## src/rtl/jb_prach_pkg.sv

```systemverilog
// Shared types for the PRACH antenna deinterleaver.
package jb_prach_pkg;

    typedef enum logic {
        SYNC    = 1'b0,
        COLLECT = 1'b1
    } s2p_state_t;

    // Default component width. Blocks with a different PRECISION declare a
    // local typedef of the same shape: logic [2*PRECISION-1:0].
    localparam int IQ_PRECISION = 16;
    typedef logic [2*IQ_PRECISION-1:0] iq_sample_t;

endpackage

```

## src/rtl/jb_prach_sat_cnt.sv

```systemverilog
// Saturating up-counter. A clear wins over an increment in the same cycle.
module jb_prach_sat_cnt #(
    parameter int W = 8
) (
    input  logic         clk,
    input  logic         rst,
    input  logic         clr,
    input  logic         inc,
    output logic [W-1:0] cnt
);

    logic [W-1:0] cnt_q;
    logic [W-1:0] cnt_d;

    // Next count: clear, else increment unless already at all-ones.
    always_comb begin
        cnt_d = cnt_q;
        if (clr) begin
            cnt_d = '0;
        end else if (inc && (cnt_q != '1)) begin
            cnt_d = cnt_q + W'(1);
        end
    end

    // Count register.
    always_ff @(posedge clk) begin
        if (rst) begin
            cnt_q <= '0;
        end else begin
            cnt_q <= cnt_d;
        end
    end

    assign cnt = cnt_q;

endmodule

```

## src/rtl/jb_prach_s2p_seq.sv

```systemverilog
// PRACH antenna deinterleaver: gathers a TDM stream of antenna-tagged IQ
// beats into complete frames and presents them on per-antenna lanes.
//
// state   | meaning
// --------+----------------------------------------------------------
// SYNC    | waiting for an antenna-0 beat; other indices are dropped
// COLLECT | frame open, expecting antenna exp_idx next
module jb_prach_s2p_seq
    import jb_prach_pkg::*;
#(
    parameter int N_ANTENNAS = 4,
    parameter int PRECISION  = 16,
    parameter int USR_ID_BW  = 2,
    parameter int ERR_CNT_W  = 8
) (
    input  logic                   clk_4x,
    input  logic                   reset_4x,
    input  logic [USR_ID_BW-1:0]   ant_num_m1,
    input  logic                   err_clr,
    input  logic                   tvalid_in,
    input  logic [2*PRECISION-1:0] tdata_in,
    input  logic [USR_ID_BW-1:0]   tuser_in,
    output logic [N_ANTENNAS-1:0]  tvalid_out,
    output logic [2*PRECISION-1:0] tdata_out [N_ANTENNAS],
    output logic                   frame_err,
    output logic [ERR_CNT_W-1:0]   err_cnt
);

    typedef logic [2*PRECISION-1:0] iq_t;

    localparam logic [USR_ID_BW-1:0] LAST_LANE = USR_ID_BW'(N_ANTENNAS - 1);

    s2p_state_t            state_q, state_d;
    logic [USR_ID_BW-1:0]  exp_idx_q, exp_idx_d;
    logic [USR_ID_BW-1:0]  n_m1_lat_q, n_m1_lat_d;
    iq_t                   stage_q [N_ANTENNAS];
    iq_t                   stage_d [N_ANTENNAS];
    iq_t                   tdata_q [N_ANTENNAS];
    iq_t                   tdata_d [N_ANTENNAS];
    logic [N_ANTENNAS-1:0] tvalid_q, tvalid_d;
    logic                  frame_err_q, frame_err_d;

    logic [USR_ID_BW-1:0]  ant_clamped;
    logic [USR_ID_BW-1:0]  last_idx;
    logic                  start;
    logic                  complete;

    // Requested antenna count limited to the physical lanes.
    assign ant_clamped = (ant_num_m1 > LAST_LANE) ? LAST_LANE : ant_num_m1;

    // Sequencing: frame start, in-order collection, violation handling and
    // frame completion. The final beat bypasses stage so the output appears
    // one cycle after it is sampled.
    always_comb begin
        state_d     = state_q;
        exp_idx_d   = exp_idx_q;
        n_m1_lat_d  = n_m1_lat_q;
        stage_d     = stage_q;
        tdata_d     = tdata_q;
        tvalid_d    = '0;
        frame_err_d = 1'b0;
        start       = 1'b0;
        complete    = 1'b0;
        last_idx    = n_m1_lat_q;

        if (tvalid_in) begin
            if (state_q == SYNC) begin
                start = (tuser_in == '0);
            end else if (tuser_in == exp_idx_q) begin
                for (int k = 0; k < N_ANTENNAS; k++) begin
                    if (USR_ID_BW'(k) == exp_idx_q) begin
                        stage_d[k] = tdata_in;
                    end
                end
                if (exp_idx_q == n_m1_lat_q) begin
                    complete = 1'b1;
                end else begin
                    exp_idx_d = exp_idx_q + USR_ID_BW'(1);
                end
            end else begin
                frame_err_d = 1'b1;
                start       = (tuser_in == '0);
                if (tuser_in != '0) begin
                    state_d   = SYNC;
                    exp_idx_d = '0;
                end
            end
        end

        // An antenna-0 beat opens a frame, possibly a one-lane frame that
        // completes immediately.
        if (start) begin
            stage_d[0] = tdata_in;
            n_m1_lat_d = ant_clamped;
            last_idx   = ant_clamped;
            if (ant_clamped == '0) begin
                complete = 1'b1;
            end else begin
                exp_idx_d = USR_ID_BW'(1);
                state_d   = COLLECT;
            end
        end

        if (complete) begin
            for (int k = 0; k < N_ANTENNAS; k++) begin
                if (USR_ID_BW'(k) <= last_idx) begin
                    tvalid_d[k] = 1'b1;
                    tdata_d[k]  = (USR_ID_BW'(k) == last_idx) ? tdata_in : stage_q[k];
                end
            end
            state_d   = SYNC;
            exp_idx_d = '0;
        end
    end

    // State, staging and output registers.
    always_ff @(posedge clk_4x) begin
        if (reset_4x) begin
            state_q     <= SYNC;
            exp_idx_q   <= '0;
            n_m1_lat_q  <= '0;
            tvalid_q    <= '0;
            frame_err_q <= 1'b0;
            for (int k = 0; k < N_ANTENNAS; k++) begin
                stage_q[k] <= '0;
                tdata_q[k] <= '0;
            end
        end else begin
            state_q     <= state_d;
            exp_idx_q   <= exp_idx_d;
            n_m1_lat_q  <= n_m1_lat_d;
            tvalid_q    <= tvalid_d;
            frame_err_q <= frame_err_d;
            stage_q     <= stage_d;
            tdata_q     <= tdata_d;
        end
    end

    // Violation counter updates on the same edge that registers frame_err.
    jb_prach_sat_cnt #(
        .W (ERR_CNT_W)
    ) u_err_cnt (
        .clk (clk_4x),
        .rst (reset_4x),
        .clr (err_clr),
        .inc (frame_err_d),
        .cnt (err_cnt)
    );

    assign tvalid_out = tvalid_q;
    assign tdata_out  = tdata_q;
    assign frame_err  = frame_err_q;

endmodule
```

## config.mk

```make
export PLATFORM = sky130hd
export DESIGN_NAME = jb_prach_s2p_seq
export DESIGN_NICKNAME = d
export VERILOG_FILES = /design/src/rtl/jb_prach_pkg.sv /design/src/rtl/jb_prach_sat_cnt.sv /design/src/rtl/jb_prach_s2p_seq.sv
export SDC_FILE = /design/constraint.sdc
export NUM_CORES = 1
export LEC_CHECK = 0
export ABC_AREA = 0
export BUFFER_PORTS_ARGS = -buffer_cell sky130_fd_sc_hd__buf_4
export CAP_MARGIN = 30
export CORE_ASPECT_RATIO = 1.2
export CORE_UTILIZATION = 40
export CTS_BUF_LIST = sky130_fd_sc_hd__clkbuf_8 sky130_fd_sc_hd__clkbuf_16
export DETAILED_ROUTE_END_ITERATION = 10
export HOLD_SLACK_MARGIN = 0.02
export PLACE_DENSITY = 0.63
export SLEW_MARGIN = 40
export SYNTH_ARGS = -nofsm -noshare
export SYNTH_HDL_FRONTEND = slang
export SYNTH_SLANG_ARGS = --single-unit
```

## constraint.sdc

```tcl
create_clock -name clk_4x -period 1.8 [get_ports clk_4x]
set_input_delay 0.18 -clock clk_4x [delete_from_list [all_inputs] [get_ports clk_4x]]
set_output_delay 0.18 -clock clk_4x [all_outputs]
set_load 0.02 [all_outputs]
```

# == Yosys cells after proc, flatten, opt, wreduce, memory -nomap -nowiden ==
# Index checks and enable logic that the tools add are counted.
# classes
eq_ne,9
n_bitwise,1
n_lt_le_gt_ge,5
n_mux,43
addsub,2
n_reduce_logical,21
# ops
operator,count
$mux 128,3
$mux 32,9
$mux 1,22
$mux 2,9
$reduce_and 4->1,4
$reduce_bool 2->1,5
$add 8x1->8 const B,1
$eq 2x2->1 const A,4
$logic_not 2->1,4
$ne 8x8->1 const B,1
$reduce_and 2->1,4
$reduce_or 2->1,3
$eq 1x2->1 const A,2
$eq 2x2->1,2
$le 1x2->1 const A,2
$le 2x2->1 const A,2
$add 2x1->2 const B,1
$gt 2x2->1 const B,1
$logic_and 1x1->1,1
$not 1->1,1
# totals
output_inout_bits,141
regBits,274

# == Depth between registers and ports, before layout ==
# Gate-level depths: netlist (run 1).
# depth
depth_word,9
ltp_mapped,9
mapped_depth_nobuf,6

# == Cells and area by module ==
# Synthesis (run 1) repeated with hierarchy kept, for this count alone.
# hier_totals
hier_cells,1206
hier_area_um2,10308.6
# by_module_without_submodules
mod,area_per_inst_um2,instances,cells_each
jb_prach_s2p_seq,9873.2,1,1159
jb_prach_sat_cnt,435.4,1,47

# == Least setup slack after synthesis (run 1) ==
# No wires, ideal clock.
# synth_timing
path_kind,reg-to-reg
start,reg exp_idx_q[1]
end,"reg tdata_q, in the netlist tdata_out[10]"
path_stages_with_launch,9
setup_slack_ns,-0.188
period_less_slack_ns,1.988
arrival_time_ns,1.861
setup_ns,0.128
path_buffers,3
path_cell_list,dfxtp_1 buf_2 xor2_1 or3_1 a211o_1 clkbuf_1 buf_4 mux2i_1 nor2_1
# synth_via
elab_chain_cells,8
# synth_rtl
element,line,text
from (decl),jb_prach_s2p_seq.sv:34,"logic [USR_ID_BW-1:0] exp_idx_q, exp_idx_d;"
from (signal assigned),jb_prach_s2p_seq.sv:130,exp_idx_q <= exp_idx_d;
$eq 2x2->1,jb_prach_s2p_seq.sv:75,if (exp_idx_q == n_m1_lat_q) begin
$mux 1,jb_prach_s2p_seq.sv:75,
$mux 1,jb_prach_s2p_seq.sv:69,end else if (tuser_in == exp_idx_q) begin
$mux 1,jb_prach_s2p_seq.sv:67,if (state_q == SYNC) begin
$mux 1,jb_prach_s2p_seq.sv:66,if (tvalid_in) begin
$mux 1,jb_prach_s2p_seq.sv:96,if (ant_clamped == '0) begin
$mux 1,jb_prach_s2p_seq.sv:92,if (start) begin
$reduce_and 2->1 (no line),--,
to (signal assigned),jb_prach_s2p_seq.sv:135,tdata_q <= tdata_d;
to (decl),jb_prach_s2p_seq.sv:38,iq_t tdata_q [N_ANTENNAS];
# Parallel ways exist; a longest one is shown, timed or not.
# A chain may end at the register's enable or synchronous reset.

# == Worst setup path after layout (run 1) ==
# layout_timing
start,reg exp_idx_q[1]
end,"reg tdata_q, in the netlist tdata_out[77]"
# The elaborated chain is that of the path after synthesis.

==> results of run 1 <==
==> metrics by stage <==
stage	setup slack [ns]	TNS [ns]	total power (W)
2_1_floorplan	-0.08188	-7.721	0.006039
3_3_place_gp	-0.1631	-11.57	0.006343
3_5_place_dp	-0.2141	-21.98	0.006349
4_1_cts	-0.1652	-13.94	0.01170
5_1_grt	-0.2145	-18.41	0.01211
6_report	-0.1465	-9.632	0.01169
==> layer usage <==
metal  global-route usage  vias to the layer above  wire length (µm)  share of wire
li1                     -                     4236                 -              -
met1               0.2804                     4052             12680           0.44
met2               0.3664                      164             14590           0.51
met3              0.03158                       31              1181          0.041
met4              0.05496                        0               350          0.012
met5                    0                        -                 0              0
==> cell type report <==
cell class                 count  area, µm²
clock buffer                  33      735.7
clock inverter                11      108.9
fill                        2050       9853
inverter                       4      15.01
multi-input combinational    749       5010
sequential                   242       4853
tap                          320      400.4
timing repair buffer         305       2994
==> path summary, 6_finish.rpt <==
| check | to | slack, ns | cells past startpoint | from |
|---|---|---|---|---|
| max | tdata_out[77]$_SDFFE_PP0P_ | -0.15 | 7 | exp_idx_q[1]$_SDFF_PP0_ |
| min reg2reg | stage_q[115]$_SDFFE_PP0P_ | 0.45 | 2 | stage_q[115]$_SDFFE_PP0P_ |
| min | tvalid_out[0]$_SDFF_PP0_ | 0.13 | 2 | reset_4x |
| max reg2reg | tdata_out[77]$_SDFFE_PP0P_ | -0.15 | 7 | exp_idx_q[1]$_SDFF_PP0_ |
==> cells in the mapped netlist (2+ instances only) <==
cell	n
a211oi_1	47
a211oi_2	17
a21o_1	3
a21oi_1	132
and2_1	4
buf_1	2
buf_2	22
buf_4	10
buf_6	3
clkbuf_1	84
dfxtp_1	242
ha_1	4
inv_1	4
mux2i_1	96
nand2_1	232
nand3_1	3
nand4_1	2
nor2_1	116
nor2b_1	2
nor3_1	7
nor3b_1	2
nor4_1	3
o211ai_1	2
o21ai_0	4
o221ai_1	33
or2_2	3
xnor2_1	6
xor2_1	4
==> cell families after synthesis <==
kind of cell | Yosys count
buffers and inverters | 126
xor gates and xnor gates | 10
AOI/OAI and AO/OA | 252
adders and majority gates | 4
muxes | 97
and+or+nand+nor | 386
DFF | 242
==> repair_timing <==
action / 4_1_cts / 5_1_grt
hold endpoints to repair: 134 / 0
endpoints found under the setup margin: 229 / 210
hold buffers: 33 / 0
resized for setup: 48 / 99
pin swaps: 16 / 47
gates cloned: 6 / 9
buffers inserted: 10 / 5
==> sequential cells by signal, summed over array words and instances, names as in the netlist <==
| signal | count |
|---|---|
| tdata_out | 128 |
| stage_q | 96 |
| u_err_cnt.cnt | 8 |
| tvalid_out | 4 |
| exp_idx_q | 2 |
| n_m1_lat_q | 2 |
| frame_err | 1 |
| state_q | 1 |
==> report_power, final <==
part	switching, W	total [W]	internal [W]
clock	0.00210	0.00525	0.00314
combinational	0.000559	0.00101	0.000448
sequential	0.0000300	0.00544	0.00541
total	0.00269	0.0117	0.00900
==> worst max-delay path, stage by stage (launching register included) <==
cell       delay (ns)
dfxtp_4          0.38
xor2_4           0.15
or3_4            0.39
a2111oi_4        0.36
buf_6            0.23
clkbuf_16        0.17
nor2_1           0.04
a211oi_1         0.15
==> run metrics, run 1 <==
WHS 0.1300 ns; initial antenna violation count 0; # IOs 181; Synth Register Bits ~240; vias in the first global route 8033; Routed Wire Length 28800 µm; dpl cells 1560; sinks on the clock net 242; Die X 144.9 µm; Placer Congestion 0.8149; Synth area leaders dfxtp_1, mux2i_1, nand2_1; Worst Tran Pin Value 0.4300 ns; commonest non-fill, non-tap cell in the layout dfxtp_1; CTS root buf clkbuf_16; Worst Path Required 2.24 ns; Arrival @ worst endpoint 2.39 ns; DR WL/cell 17.31 µm; grt ovf 0; Max Clock Skew 0.02132 ns; Post-Synth XOR/XNOR Area 0.008933; RSZ-0062 raised after global routing yes; initial core utilization 0.4090; Synth Area in Compound Gates 0.1752; routed vias 8483; drt drc 0; violated checks setup timing; initial detailed-routing violation count between 400 and 500; main combinational cell family by area after synthesis compound AO/OA/AOI/OAI gates; Hold Crit Class in -> reg; TritonCTS buffer count 25; clk buf depth 3; antenna-violating nets left 0; std cell rows 62; drt via density 5.098; Post-synth EDFFs 0; later-pin clock latency in the skew report 0.52 ns; YS warnings 0; Post-Synth Simple-Gate Area 0.1599; Crit Path Category reg -> reg; LEAKAGE 5.757 nW; HPWL after DPL 17670 µm; placed inst area approximately 12000 µm²; most frequent cells in the layout dfxtp_1, nand2_1, buf_4; DRT Pass-1 Iters 4; Top FF cell, synth dfxtp_1; Post-Syn Nets 1161; fmax 0.5137 GHz; Peak VDD IR 0.7080 mV; Synth Area per Inst 8.777 µm²; largest net degree at the start of global routing 69; share of cells above drive strength 1 0.3385; area of the die roughly 25000 µm²; Fin. Hold Viols 0; Antenna diodes 0; Synth async-reset ratio 0; gr usage total 0.2139; final-stage net count about 1.4k; Yosys top cell area share 0.4941; worst-path fanout max 5; CP endpoint kind register; post-layout utilization of the core 0.5889; CTS tree built; Final setup violation count 110; sequential share of the synthesized area 0.4941; cell count after synthesis 1117; Final Cycle Share 1.081; largest area contributor in the netlist dfxtp_1; P&R area growth vs syn 43.99%; P per Cell Area 828.0 nW/µm²; first-pass GRT wire length 43690 µm; Slew HR 0.7134; final non-filler cell total about 1.7k; min Tclk post-route 1.947 ns; CP Launch Type register; max-cap violations 0; Cell Area, Synth 9804 µm²; status finished with violations; Reg clk slew, reported paths 0.06 ns; final instance area 14120 µm²; H-tree Lvls 1; die height 173.5 µm; multiplexer area fraction after synthesis 0.09916; Yosys cell types 56; core area 23970 µm²; port bufs 180; Adder-Cell Fraction of Synth Area 0.005105; final worst slack -0.1465 ns; max-slew violation count 0
Note: power is estimated with default switching activity, not from simulation.
==> run 2, diff against run 1 <==
Settings changed: CORE_UTILIZATION 40 to 35, PLACE_DENSITY 0.63 to 0.56.
==> run 2 against run 1 <==
  * The run still ends with setup timing left
  * Setup slack got worse by 0.0098 ns
  * Clock power rose by 3%
  * Utilization fell by 7.8 points
  * Register-to-register slack barely moved
  * Die area rose by 14%
  * Fmax fell by 0.50%
  * Total power rose by 1.0%
  * Non-clock buffer count fell by 2
  * Largest power group unchanged
==> run metrics, run 2 (same netlist as run 1, synthesis figures left out) <==
Fillers 2502 (+22%); CTS tree built; # IOs 181 (unchanged); CP endpoint kind register; Peak VDD IR 0.5674 mV (-20%); cell chain of the critical path or3b_4, and3_4, buf_4, a21o_4, buf_12, mux2i_2, a211oi_2; worst slack, placed -0.2878 ns (-0.07365 ns); LEAKAGE 5.703 nW (-0.94%); largest net degree at the start of global routing 61 (-12%); HPWL after DPL 18360 µm (+3.9%); TritonCTS buffer count 27 (+8.0%); area of the die 28690 µm² (+14%); vias in the first global route 8238 (+2.6%); P per Cell Area 845.8 nW/µm² (+2.1%); most frequent cells in the layout dfxtp_1, nand2_1, buf_4; initial antenna violation count 0 (unchanged); Worst Path Required 2.25 ns (about the same); DRT Pass-1 Iters 5 (+1); max-cap violations 0 (unchanged); status finished with violations; Largest register FFs 128 (unchanged); Max Clock Skew 0.01381 ns (-0.007505 ns); Routed Wire Length 29930 µm (+3.9%); grt ovf 0 (unchanged); placed inst area 11950 µm² (+1.1%); Worst Tran Pin Value 0.4508 ns (+0.02085 ns); Fin. Hold Viols 0 (unchanged); final instance area 13970 µm² (-1.1%); Crit Path Category reg -> reg; later-pin clock latency in the skew report 0.53 ns (about the same); CTS root buf clkbuf_16; port bufs 180 (unchanged); initial core utilization 0.3587 (-0.05033); drt via density 4.999 (-1.9%); worst stage delay on the critical path 0.41 ns (+0.02 ns); Hold Crit Class in -> reg; CP Launch Type register; Final setup violation count 130 (+18%); drt drc 0 (unchanged); Reg clk slew, reported paths 0.06 ns (about the same); DR WL/cell 17.44 µm (+0.75%); std cell rows 66 (+6.5%); CP delay by family, top simple AND/OR/NAND/NOR gates; Placer Congestion 0.8232 (+1.0%); P&R area growth vs syn 42.45%; Final Cycle Share 1.087 (+0.005471); RSZ-0062 raised after global routing yes; register area 4856 µm² (about the same); min Tclk post-route 1.956 ns (+0.009847 ns); sinks on the clock net 242 (unchanged); die height 185.3 µm (+6.8%); worst-path fanout max 8 (+3); share of cells above drive strength 1 0.2981 (-0.04048); Antenna diodes 0 (unchanged); core area 27330 µm² (+14%); violated checks setup timing; total power 0.01181 W (+1.0%); CP max-delay cell or3b_4; max-slew violation count 0 (unchanged); antenna-violating nets left 0 (unchanged); first-pass GRT wire length 44660 µm (+2.2%); clk buf depth 3 (unchanged); post-layout utilization of the core 0.5109 (-0.07801); final worst slack -0.1564 ns (-0.009847 ns); Critical path buffers and inverters 2 (unchanged); routed vias 8578 (+1.1%); Arrival @ worst endpoint 2.40 ns (about the same); Slew HR 0.6981 (-0.01522); H-tree Lvls 1 (unchanged); fmax 0.5111 GHz (-0.50%); gr usage total 0.1964 (-0.01750); final-stage net count 1371 (unchanged); initial detailed-routing violation count 452 (+11%); commonest non-fill, non-tap cell in the layout dfxtp_1; Multi-input gate area 4763 µm² (-4.9%); Die X 154.8 µm (+6.8%)
[run 2: cell types whose count changed in the layout (fill, tap and decap cells not counted), moves of 8 or more]
cell	previous run	this run
a211oi_2	31	23
nor2_2	19	4
o221ai_2	28	16
buf_6	16	4
o221ai_1	1	17
a21oi_2	16	8
nand2_1	223	231
a211oi_1	33	41
nor2_1	97	113
[run 2: timing repair]
item / in CTS / in global routing
hold buffers: 33 / 0
pin swaps: 6 / 18
endpoints found under the hold margin: 140 / 0
cloned: 5 / 7
resized for setup: 48 / 44
setup endpoints to repair: 234 / 197
buffers inserted: 11 / 5
[run 2: worst paths after layout]
path	slack (ns)	cells past startpoint	startpoint	end
setup reg to reg	-0.16	7	exp_idx_q[0]$_SDFF_PP0_	tdata_out[125]$_SDFFE_PP0P_
hold / removal	0.08	2	reset_4x	frame_err$_SDFF_PP0_
setup / recovery	-0.16	7	exp_idx_q[0]$_SDFF_PP0_	tdata_out[125]$_SDFFE_PP0P_
hold reg to reg	0.45	2	stage_q[122]$_SDFFE_PP0P_	stage_q[122]$_SDFFE_PP0P_
[run 2: metrics by stage]
stage | setup TNS [ns] | hold WS [ns] | cells
CTS | -5.915 | 0.07633 | 1707
finish | -12.10 | 0.07683 | 1716
global route | -21.54 | 0.09685 | 1716
detailed placement | -28.00 | 0.4439 | 1614
global placement | -18.94 | 0.4368 | 1614
floorplan | -7.721 | 0.2591 | 1117
[run 2: layout make-up]
type	instances	area share
sequential	242	0.3477
timing repair buffer	303	0.2149
tap	374	0.03351
multi-input combinational	749	0.3411
clock inverter	15	0.01138
inverter	4	0.001075
clock buffer	29	0.05035
[run 2: power breakdown]
group          total [W]  leakage, nW  internal [W]  switching, W
sequential       0.00544         1.95       0.00541     0.0000298
combinational   0.000976         3.32      0.000431      0.000544
clock            0.00540        0.433       0.00322       0.00218
[run 2: metal layers]
layer / global-route usage / routed length, µm / up-vias
met1: 0.2438 / 13050 / 4074
met2: 0.3484 / 14760 / 214
met5: 0 / 0 / -
li1: - / - / 4239
met4: 0.05663 / 774 / 0
met3: 0.03252 / 1339 / 51
==> run 3, diff against run 2 <==
Settings changed: CORE_UTILIZATION 35 to 50, PLACE_DENSITY 0.56 to 0.76.
==> run 3 against run 2 <==
  * Worst hold slack got worse by 0.037 ns
  * Critical path type unchanged
  * Non-clock buffer count grew 3
  * Combinational power down 5.8%
  * Highest routed layer unchanged
  * Cell area shrank 1.8%
  * Utilization up 21 points
  * Largest power group unchanged
  * Sequential share of layout area up 0.63 points
  * The run still ends with setup timing left
  * Count of clock-buffer cells in the layout is the same
  * Cell count decreased by 6.9%
  * Setup slack got worse by 0.043 ns
  * First-iteration DRC count is 40% higher
  * Critical path depth is 1 higher
  * Die area is 30% lower
==> run metrics, run 3 (same netlist as run 1, synthesis figures left out) <==
routed vias 8933 (+4.1%); setup TNS -14.93 ns (-2.834 ns); min Tclk post-route 2.000 ns (+0.04344 ns); TritonCTS buffer count 24 (-11%); Die X 129.8 µm (-16%); WHS 0.03988 ns (-0.03696 ns); Max Clock Skew 0.009833 ns (-0.003981 ns); most frequent cells in the layout dfxtp_1, nand2_1, buf_4; violated checks setup timing; sw frac 0.2287 (-0.004646); port bufs 180 (unchanged); Worst Tran Pin Value 0.4296 ns (-0.02126 ns); std cell rows 55 (-17%); Final setup violation count 131 (+0.77%); final worst slack -0.1998 ns (-0.04344 ns); Placer Congestion 0.8756 (+6.4%); share of cells above drive strength 1 0.3010 (+0.002981); DRT Pass-1 Iters 6 (+1); core area 19060 µm² (-30%); max-slew violation count 0 (unchanged); vias in the first global route 8332 (+1.1%); Fillers 1326 (-47%); worst-path fanout max 11 (+3); initial antenna violation count 0 (unchanged); CP max-delay cell or3b_4; die height 155.4 µm (-16%); area of the die 20170 µm² (-30%); CP Launch Type register; register area 4853 µm² (about the same); commonest non-fill, non-tap cell in the layout dfxtp_1; final-stage net count 1371 (unchanged); Antenna diodes 0 (unchanged); H-tree Lvls 1 (unchanged); Routed Wire Length 29340 µm (-2.0%); CTS root buf clkbuf_16; Fin. Hold Viols 0 (unchanged); status finished with violations; cell chain of the critical path or3b_4, buf_6, and3_4, o211ai_1, buf_4, buf_12, nand2_1, a21oi_1; CP endpoint kind register; first-pass GRT wire length 43540 µm (-2.5%); initial core utilization 0.5143 (+0.1556); Slew HR 0.7136 (+0.01549); # IOs 181 (unchanged); fmax 0.5000 GHz (-2.2%); Seq pwr share 0.487 (+0.027); P per Cell Area 813.6 nW/µm² (-3.8%); sinks on the clock net 242 (unchanged); P&R area growth vs syn 39.85%; internal power 0.008604 W (-5.0%); Final Cycle Share 1.111 (+0.02413); drt drc 0 (unchanged); Worst Path Required 2.23 ns (-0.02 ns); max-cap violations 0 (unchanged); post-layout utilization of the core 0.7193 (+0.2084); later-pin clock latency in the skew report 0.51 ns (-0.02 ns); Multi-input gate area 4768 µm² (+0.10%); grt ovf 0 (unchanged); RSZ-0062 raised after global routing yes; Crit Path Category reg -> reg; drt via density 5.590 (+12%); largest net degree at the start of global routing 74 (+21%); antenna-violating nets left 0 (unchanged); CTS tree built; combinational share of power 0.082 (about the same); Largest register FFs 128 (unchanged); Arrival @ worst endpoint 2.43 ns (+0.03 ns); DR WL/cell 18.36 µm (+5.3%); gr usage total 0.2723 (+0.07586); HPWL after DPL 16890 µm (-8.0%); Hold Crit Class in -> reg; Clk pwr share 0.430 (-0.027); initial detailed-routing violation count 635 (+40%); worst stage delay on the critical path 0.43 ns (+0.02 ns); NetSw 0.002551 W (-7.4%); clk buf depth 3 (unchanged); Reg clk slew, reported paths 0.06 ns (about the same); LEAKAGE 5.733 nW (+0.53%); Peak VDD IR 0.8265 mV (+46%)
-- run 3: final cells by class --
cell class | count | area share
clock buffer | 29 | 0.04964
clock inverter | 12 | 0.005657
inverter | 4 | 0.001095
multi-input combinational | 749 | 0.3478
sequential | 242 | 0.3540
tap | 256 | 0.02336
timing repair buffer | 306 | 0.2185
-- run 3: through the flow --
| step | std cells | instance area [µm²] | power (W) | setup slack (ns) |
|---|---|---|---|---|
| floorplan | 1117 | 9917 | 0.006039 | -0.08188 |
| global placement | 1495 | 11730 | 0.006319 | -0.2022 |
| detailed placement | 1495 | 11730 | 0.006326 | -0.2841 |
| CTS | 1587 | 13230 | 0.01115 | -0.1455 |
| global route | 1598 | 13710 | 0.01150 | -0.2571 |
| finish | 1598 | 13710 | 0.01116 | -0.1998 |
-- run 3: worst paths after layout --
kind	from	end	slack [ns]	cells past startpoint
worst max-delay path	exp_idx_q[1]$_SDFF_PP0_	tdata_out[32]$_SDFFE_PP0P_	-0.20	8
worst min-delay path	err_clr	u_err_cnt.cnt[1]$_SDFFE_PP0P_	0.04	3
worst max register to register	exp_idx_q[1]$_SDFF_PP0_	tdata_out[32]$_SDFFE_PP0P_	-0.20	8
worst min register to register	stage_q[110]$_SDFFE_PP0P_	stage_q[110]$_SDFFE_PP0P_	0.45	2
-- run 3: what timing repair did --
item                                   in CTS  in global routing
endpoints found under the hold margin     127                  0
resized for setup                          41                 75
pin swaps                                  16                 24
cloned                                      8                  8
hold buffers                               32                  0
setup endpoints to repair                 193                159
buffers inserted                           11                  5
-- run 3: critical path, delay by kind of cell (launching register included) --
family | cells | cell delay (ns)
flip-flops | 1 | 0.37
AO/OA/AOI/OAI | 2 | 0.35
AND/OR/NAND/NOR | 3 | 0.68
buffers and inverters | 3 | 0.51
-- run 3: power by group through the flow --
stage / Combinational (W) / Sequential (W) / Clock (W)
CTS: 0.000860 / 0.00544 / 0.00486
finish: 0.000919 / 0.00544 / 0.00480
global placement: 0.000765 / 0.00555 / 0
floorplan: 0.000461 / 0.00558 / 0
detailed placement: 0.000771 / 0.00556 / 0
global route: 0.000978 / 0.00544 / 0.00508
-- run 3: layer usage --
layer  share of wire  vias to the layer above  global-route usage
met1            0.39                     4286              0.3289
met4           0.039                        0             0.09579
met5               0                        -                   0
li1                -                     4231                   -
met2            0.50                      340              0.4861
met3           0.064                       76             0.04023
